[src/rtl/jk_reg_bank_pkg.sv]
// jk_pkg: shared constants for the multi-mode JK register bank.
//   MODE_W             width of the per-bank mode select
//   MODE_JK/D/T/SR     mode encodings driven on the mode input
package jk_pkg;

    localparam int unsigned MODE_W = 2;

    localparam logic [MODE_W-1:0] MODE_JK = 2'b00;
    localparam logic [MODE_W-1:0] MODE_D  = 2'b01;
    localparam logic [MODE_W-1:0] MODE_T  = 2'b10;
    localparam logic [MODE_W-1:0] MODE_SR = 2'b11;

endpackage

[src/rtl/jk_reg_bank_if.sv]
// jk_reg_bank_if: control/data bundle of the register bank.
//   master modport: drives enabled/mode/J/K/load/load_val/clr_err, observes Q/Qn/chg/tgl_cnt/sr_err
//   slave modport : the bank itself (reverse directions)
interface jk_reg_bank_if
    import jk_pkg::*;
#(
    parameter int unsigned WIDTH = 4,
    parameter int unsigned CNT_W = 8
);
    logic                enabled;
    logic [MODE_W-1:0]   mode;
    logic [WIDTH-1:0]    J;
    logic [WIDTH-1:0]    K;
    logic                load;
    logic [WIDTH-1:0]    load_val;
    logic                clr_err;
    logic [WIDTH-1:0]    Q;
    logic [WIDTH-1:0]    Qn;
    logic [WIDTH-1:0]    chg;
    logic [CNT_W-1:0]    tgl_cnt;
    logic                sr_err;

    modport master (
        output enabled, mode, J, K, load, load_val, clr_err,
        input  Q, Qn, chg, tgl_cnt, sr_err
    );

    modport slave (
        input  enabled, mode, J, K, load, load_val, clr_err,
        output Q, Qn, chg, tgl_cnt, sr_err
    );
endinterface

[src/rtl/jk_reg_bank_cell.sv]
// jk_cell: one bit of the register bank -- next-state logic plus its flop.
//   clk, reset      clock and synchronous active-high reset (q <= RST_BIT)
//   en, load        bit enable and parallel-load request (load wins over en)
//   ld_bit          value taken on load
//   mode            JK / D / T / SR select
//   j, k            J/D/T/S and K/R inputs
//   q               registered state
//   q_nxt           value q takes on the coming edge (ignores reset)
//   tgl_evt         this edge is a toggle event (JK 11 or T 1 while enabled)
//   sr_ill          S=R=1 seen in SR mode while enabled
module jk_cell
    import jk_pkg::*;
#(
    parameter logic RST_BIT = 1'b0
) (
    input  logic              clk,
    input  logic              reset,
    input  logic              en,
    input  logic              load,
    input  logic              ld_bit,
    input  logic [MODE_W-1:0] mode,
    input  logic              j,
    input  logic              k,
    output logic              q,
    output logic              q_nxt,
    output logic              tgl_evt,
    output logic              sr_ill
);

    logic q_q;
    logic q_d;

    always_comb begin
        q_d     = q_q;
        tgl_evt = 1'b0;
        sr_ill  = 1'b0;
        if (load) begin
            q_d = ld_bit;
        end else if (en) begin
            case (mode)
                MODE_JK: begin
                    case ({j, k})
                        2'b01:   q_d = 1'b0;
                        2'b10:   q_d = 1'b1;
                        2'b11: begin
                            q_d     = ~q_q;
                            tgl_evt = 1'b1;
                        end
                        default: q_d = q_q;
                    endcase
                end
                MODE_D: q_d = j;
                MODE_T: begin
                    if (j) begin
                        q_d     = ~q_q;
                        tgl_evt = 1'b1;
                    end
                end
                default: begin // MODE_SR
                    case ({j, k})
                        2'b01:   q_d = 1'b0;
                        2'b10:   q_d = 1'b1;
                        2'b11:   sr_ill = 1'b1; // illegal: hold and flag
                        default: q_d = q_q;
                    endcase
                end
            endcase
        end
    end

    always_ff @(posedge clk) begin
        if (reset) q_q <= RST_BIT;
        else       q_q <= q_d;
    end

    assign q     = q_q;
    assign q_nxt = q_d;

endmodule

[src/rtl/jk_reg_bank.sv]
// jk_reg_bank: WIDTH-bit bank of multi-mode (JK/D/T/SR) flip-flops with
// parallel load, per-bit change pulse, saturating toggle-event counter and
// a sticky SR-illegal flag.
//   clk    rising-edge clock
//   reset  synchronous active-high reset, highest priority
//   bus    jk_reg_bank_if slave: controls/inputs in, Q/Qn/chg/tgl_cnt/sr_err out
module jk_reg_bank
    import jk_pkg::*;
#(
    parameter int unsigned      WIDTH   = 4,
    parameter int unsigned      CNT_W   = 8,
    parameter logic [WIDTH-1:0] RST_VAL = '0
) (
    input  logic         clk,
    input  logic         reset,
    jk_reg_bank_if.slave bus
);

    localparam int unsigned PC_W  = $clog2(WIDTH + 1);
    // Sum is at least CNT_W+1 bits so an overflow is visible before the clamp.
    localparam int unsigned SUM_W = (CNT_W + 1 > PC_W + 1) ? CNT_W + 1 : PC_W + 1;
    localparam logic [SUM_W-1:0] CNT_MAX = {{(SUM_W - CNT_W){1'b0}}, {CNT_W{1'b1}}};

    logic [WIDTH-1:0] q;
    logic [WIDTH-1:0] q_nxt;
    logic [WIDTH-1:0] tgl_evt;
    logic [WIDTH-1:0] sr_ill;

    for (genvar gi = 0; gi < WIDTH; gi++) begin : g_cell
        jk_cell #(
            .RST_BIT (RST_VAL[gi])
        ) u_cell (
            .clk     (clk),
            .reset   (reset),
            .en      (bus.enabled),
            .load    (bus.load),
            .ld_bit  (bus.load_val[gi]),
            .mode    (bus.mode),
            .j       (bus.J[gi]),
            .k       (bus.K[gi]),
            .q       (q[gi]),
            .q_nxt   (q_nxt[gi]),
            .tgl_evt (tgl_evt[gi]),
            .sr_ill  (sr_ill[gi])
        );
    end

    logic [WIDTH-1:0] chg_q,    chg_d;
    logic [CNT_W-1:0] tgl_cnt_q, tgl_cnt_d;
    logic             sr_err_q, sr_err_d;
    logic [PC_W-1:0]  pop;
    logic [SUM_W-1:0] sum;

    always_comb begin
        // Disabled bits and load both give q_nxt == q or the loaded value,
        // so this covers every non-reset case.
        chg_d = q ^ q_nxt;

        pop = '0;
        for (int i = 0; i < WIDTH; i++) begin
            pop = pop + PC_W'(tgl_evt[i]);
        end
        sum = SUM_W'(tgl_cnt_q) + SUM_W'(pop);
        if (sum > CNT_MAX) tgl_cnt_d = {CNT_W{1'b1}};
        else               tgl_cnt_d = sum[CNT_W-1:0];

        // Set wins over clear on the same edge.
        sr_err_d = sr_err_q;
        if (|sr_ill)          sr_err_d = 1'b1;
        else if (bus.clr_err) sr_err_d = 1'b0;
    end

    always_ff @(posedge clk) begin
        if (reset) begin
            chg_q     <= '0;
            tgl_cnt_q <= '0;
            sr_err_q  <= 1'b0;
        end else begin
            chg_q     <= chg_d;
            tgl_cnt_q <= tgl_cnt_d;
            sr_err_q  <= sr_err_d;
        end
    end

    assign bus.Q       = q;
    assign bus.Qn      = ~q;
    assign bus.chg     = chg_q;
    assign bus.tgl_cnt = tgl_cnt_q;
    assign bus.sr_err  = sr_err_q;

endmodule

[src/flat_wrapper.sv]
// flat-port wrapper written by rule: the top's interface ports become plain ports
module jk_reg_bank_flat import jk_pkg::*;
#(
    parameter int unsigned      WIDTH   = 4,
    parameter int unsigned      CNT_W   = 8,
    parameter logic [WIDTH-1:0] RST_VAL = '0
)
  (clk, reset, bus_enabled, bus_mode, bus_J, bus_K, bus_load, bus_load_val, bus_clr_err, bus_Q, bus_Qn, bus_chg, bus_tgl_cnt, bus_sr_err);
  jk_reg_bank_if #(.WIDTH(WIDTH), .CNT_W(CNT_W)) bus_i ();
  input  logic clk;
  input  logic reset;
  input wire logic [$bits(bus_i.enabled)-1:0] bus_enabled;
  input wire logic [$bits(bus_i.mode)-1:0] bus_mode;
  input wire logic [$bits(bus_i.J)-1:0] bus_J;
  input wire logic [$bits(bus_i.K)-1:0] bus_K;
  input wire logic [$bits(bus_i.load)-1:0] bus_load;
  input wire logic [$bits(bus_i.load_val)-1:0] bus_load_val;
  input wire logic [$bits(bus_i.clr_err)-1:0] bus_clr_err;
  output wire logic [$bits(bus_i.Q)-1:0] bus_Q;
  output wire logic [$bits(bus_i.Qn)-1:0] bus_Qn;
  output wire logic [$bits(bus_i.chg)-1:0] bus_chg;
  output wire logic [$bits(bus_i.tgl_cnt)-1:0] bus_tgl_cnt;
  output wire logic [$bits(bus_i.sr_err)-1:0] bus_sr_err;
  assign bus_i.enabled = bus_enabled;
  assign bus_i.mode = bus_mode;
  assign bus_i.J = bus_J;
  assign bus_i.K = bus_K;
  assign bus_i.load = bus_load;
  assign bus_i.load_val = bus_load_val;
  assign bus_i.clr_err = bus_clr_err;
  assign bus_Q = bus_i.Q;
  assign bus_Qn = bus_i.Qn;
  assign bus_chg = bus_i.chg;
  assign bus_tgl_cnt = bus_i.tgl_cnt;
  assign bus_sr_err = bus_i.sr_err;
  jk_reg_bank #(.WIDTH(WIDTH), .CNT_W(CNT_W), .RST_VAL(RST_VAL)) u_core (.clk(clk), .reset(reset), .bus(bus_i));
endmodule
[config.mk]
export PLATFORM = sky130hd
export DESIGN_NAME = jk_reg_bank_flat
export DESIGN_NICKNAME = d
export VERILOG_FILES = /design/src/rtl/jk_reg_bank_pkg.sv /design/src/rtl/jk_reg_bank_if.sv /design/src/rtl/jk_reg_bank_cell.sv /design/src/rtl/jk_reg_bank.sv /design/src/flat_wrapper.sv
export SDC_FILE = /design/constraint.sdc
export NUM_CORES = 1
export LEC_CHECK = 0
export CAP_MARGIN = 10
export CORE_ASPECT_RATIO = 0.8
export CORE_MARGIN = 2
export CORE_UTILIZATION = 25
export DETAILED_ROUTE_END_ITERATION = 8
export MAX_ROUTING_LAYER = met4
export PLACE_DENSITY = 0.56
export REMOVE_ABC_BUFFERS = 1
export SYNTH_ARGS = -nofsm -noshare
export SYNTH_HDL_FRONTEND = slang
export SYNTH_HIERARCHICAL = 1
export SYNTH_SLANG_ARGS = --single-unit
[constraint.sdc]
create_clock -name clk -period 3.25 [get_ports clk]
set_input_delay 0.65 -clock clk [delete_from_list [all_inputs] [get_ports clk]]
set_output_delay 0.65 -clock clk [all_outputs]
set_load 0.05 [all_outputs]
==> results of run 1 <==
## metal layers
layer	GRT usage [%]	wire, microns	share of wire (%)	up-vias
met3	2.38	123	3.7	2
li1	-	-	-	678
met2	18.2	1440	44	27
met4	3.70	34	1.0	0
met5	-	0	0	-
met1	16.8	1690	51	589
## state kept, by name, indices dropped and copies added, names as in the netlist
name	count
u_core/bus.tgl_cnt	8
u_core/bus.chg	4
u_core/g_cell.u_cell/q	4
u_core/bus.sr_err	1
## through the flow
stage / hold WS [ns] / instance area [sq um] / setup TNS, ns
after floorplan: 0.688 / 1330 / 0
after global placement: 0.459 / 1930 / -0.686
after detailed placement: 0.473 / 1930 / -0.896
after CTS: 0.487 / 1970 / 0
after global routing: 0.510 / 1990 / -0.0113
final: 0.484 / 1990 / 0
## cells by family after synthesis
family                     Yosys count
and+or+nand+nor                     67
AOI/OAI and AO/OA                   33
buffers and inverters               18
DFF                                 17
adders and majority gates           12
xor gates and xnor gates             6
muxes                                6
## worst max-delay path, cell delays in order
cell	delay [ns]
clkdlybuf4s50_1	0.49
ha_2	0.21
nand2b_1	0.08
a211oi_2	0.25
fa_1	0.44
inv_1	0.07
fa_1	0.18
inv_1	0.05
fa_1	0.40
nand2_1	0.14
nor2_1	0.07
mux2i_1	0.14
nor2_1	0.05
## final timing paths
kind	end	depth (start not counted)
worst max-delay path	u_core/bus.tgl_cnt[6]	13
worst min-delay path	u_core/bus.sr_err	2
worst max register to register	u_core/bus.tgl_cnt[6]	9
worst min register to register	u_core/bus.sr_err	2
## power by group through the flow
stage          sequential [W]  clock [W]  combinational, W
2_1_floorplan        0.000275          0         0.0000824
3_3_place_gp         0.000237          0          0.000218
3_5_place_dp         0.000236          0          0.000220
4_1_cts              0.000232   0.000173          0.000220
5_1_grt              0.000234   0.000182          0.000239
6_report             0.000232   0.000166          0.000220
## area by class of cell
cell class                 instances  area share (%)
multi-input combinational        124            47.0
clock inverter                     1           0.252
inverter                          17            3.21
timing repair buffer              57            26.4
sequential                        17            17.1
tap                               62            3.90
clock buffer                       3            2.08
## layout by cell type, fill, tap and decap left out, types with 6 or more instances in the layout
master / instances
mux2i_1: 6
nor2_1: 17
inv_1: 17
a211oi_2: 6
clkdlybuf4s50_1: 39
a21oi_1: 7
ha_1: 8
buf_4: 18
nand2b_1: 14
nand2_1: 15
dfxtp_1: 17
## timing repair
| action | CTS | global route |
|---|---|---|
| hold buffers | 0 | 0 |
| resized for setup | 0 | 3 |
| endpoints found under the setup margin | 0 | 7 |
==> results.yml, run 1 <==
synthesis:
  synth_top_family_by_area: "simple AND/OR/NAND/NOR gates"
  syn_inst: 159
  synth-adder-area-share_pct: 13.0
  avgSynthCellArea_sq_um: 8.36
  synth_top_cell_area_share_pct: 25.6
  ys_ff_latch: 17
  synth_ff_type: "dfxtp_1"
  synth_edf_count: 0
  synth-compound-area-share_pct: 20.3
  async_reset_ff_share_pct: 0
  synthMuxAreaShare_pct: 4.52
  synth_area_leaders: "dfxtp_1 26%, ha_1 8.5%, nand2b_1 6.6%"
  seq_area_frac_synth_pct: 25.6
  yosys.area.top_type: "dfxtp_1"
  synth_warnings: 6
  synth_common_cells: "17 x dfxtp_1, 17 x inv_1, 17 x nor2_1, 15 x nand2_1, 14 x nand2b_1"
  synthesis.area_sq_um: 1330
  synthSimpleGateAreaFrac_pct: 27.5
  synth_xor_area_share_pct: 3.95
  ys_types: 32
pwr:
  pwr-share-seq_pct: 37.5
  power.switching_w: 0.000214
  p_total_w: 0.000617
  switching_share_pct: 34.7
  combPwrFrac_pct: 35.6
  p_int_w: 0.000403
  power.leakage_nw: 0.768
  p_clk_share_pct: 26.8
  ir_drop_mv: 0.176
  power.density_nw_per_um2: 311
cts:
  clkLatencyLatePin_ns: 0.26
  cts.path.max_buffers: 2
  clock_sinks: 17
  root_buffer: "clkbuf_8"
  cts_tree: "done"
  cts_buffers: 3
  post_cts_buffers: 0
  clk_pin_slew_ns: 0.08
  h-tree-depth: 1
grt:
  grt_usage_pct: 12.3
  grt_overflow_total: 0
  antenna_found_initial: 0
  grt_max_degree: 22
  grt_pass1_wl_microns: 5700
  grt_pass1_vias: 1257
floorplanning:
  start_util_pct: 26.2
  core_sq_um: 5060
  row_count: 23
  die_w_microns: 85.5
  die_area_sq_um: 5920
  die_h_microns: 69.2
  io_pins: 40
sta:
  slew_headroom_pct: 44.4
  finalCriticalPeriod_ns: 3.10
  setup_ws_ns: 0.151
  fmax_ghz: 0.323
  report.final.slew_viol_count: 0
  fin_skew_ns: 0.00549
  hold_viol: 0
  setup_viol: 0
  timing_worst_slew_pin_value_ns: 0.831
  period_share_pct: 95.3
routing:
  drc: 0
  vias: 1296
  routedWlPerCell_microns: 11.7
  viasPerCell: 4.61
  wl_microns: 3290
  ant_nets: 0
  firstDrtPassIters: 4
  first_iter_violations: 31
final_layout:
  register_area_sq_um: 340
  num_antenna_cells: 0
  stdcell_count: 281
  syn2layout_area_growth_pct: 49.5
  postLayoutCoreUtil_pct: 39.2
  multiInputGateArea_sq_um: 933
  fillers: 520
  final_nets: 251
  layout-drive-gt1-share_pct: 16.0
worst_setup_path:
  critPathArrivalTime_ns: 3.21
  crit_path_start_kind: "input port"
  worst-setup-path-type: "input port to flip-flop"
  startpoint: "bus_J[0]"
  crit_path_max_fanout: 4
  end_kind: "flip-flop"
  crit_required_ns: 3.37
  rrSetupSlack_ns: 1.03
  r2r-start: "u_core/bus.tgl_cnt[0]"
place:
  dp_cells: 277
  pre_cts_slack_ns: -0.168
  portBuffers: 39
  gp_congestion: 0.746
  dp_hpwl_microns: 2550
run:
  maxCapViolations: 0
min_path:
  worstHoldStart: "u_core/bus.sr_err"
  hold_class: "flip-flop to flip-flop"
status:
  status: "complete, no violations"
Power figures use the tool's default switching activity.
==> run 2, diff against run 1 <==
Settings changed: ABC_AREA from default to 0.
==> results of run 2 <==
No change in the layout: final DEF, timing and power equal those of run 1.
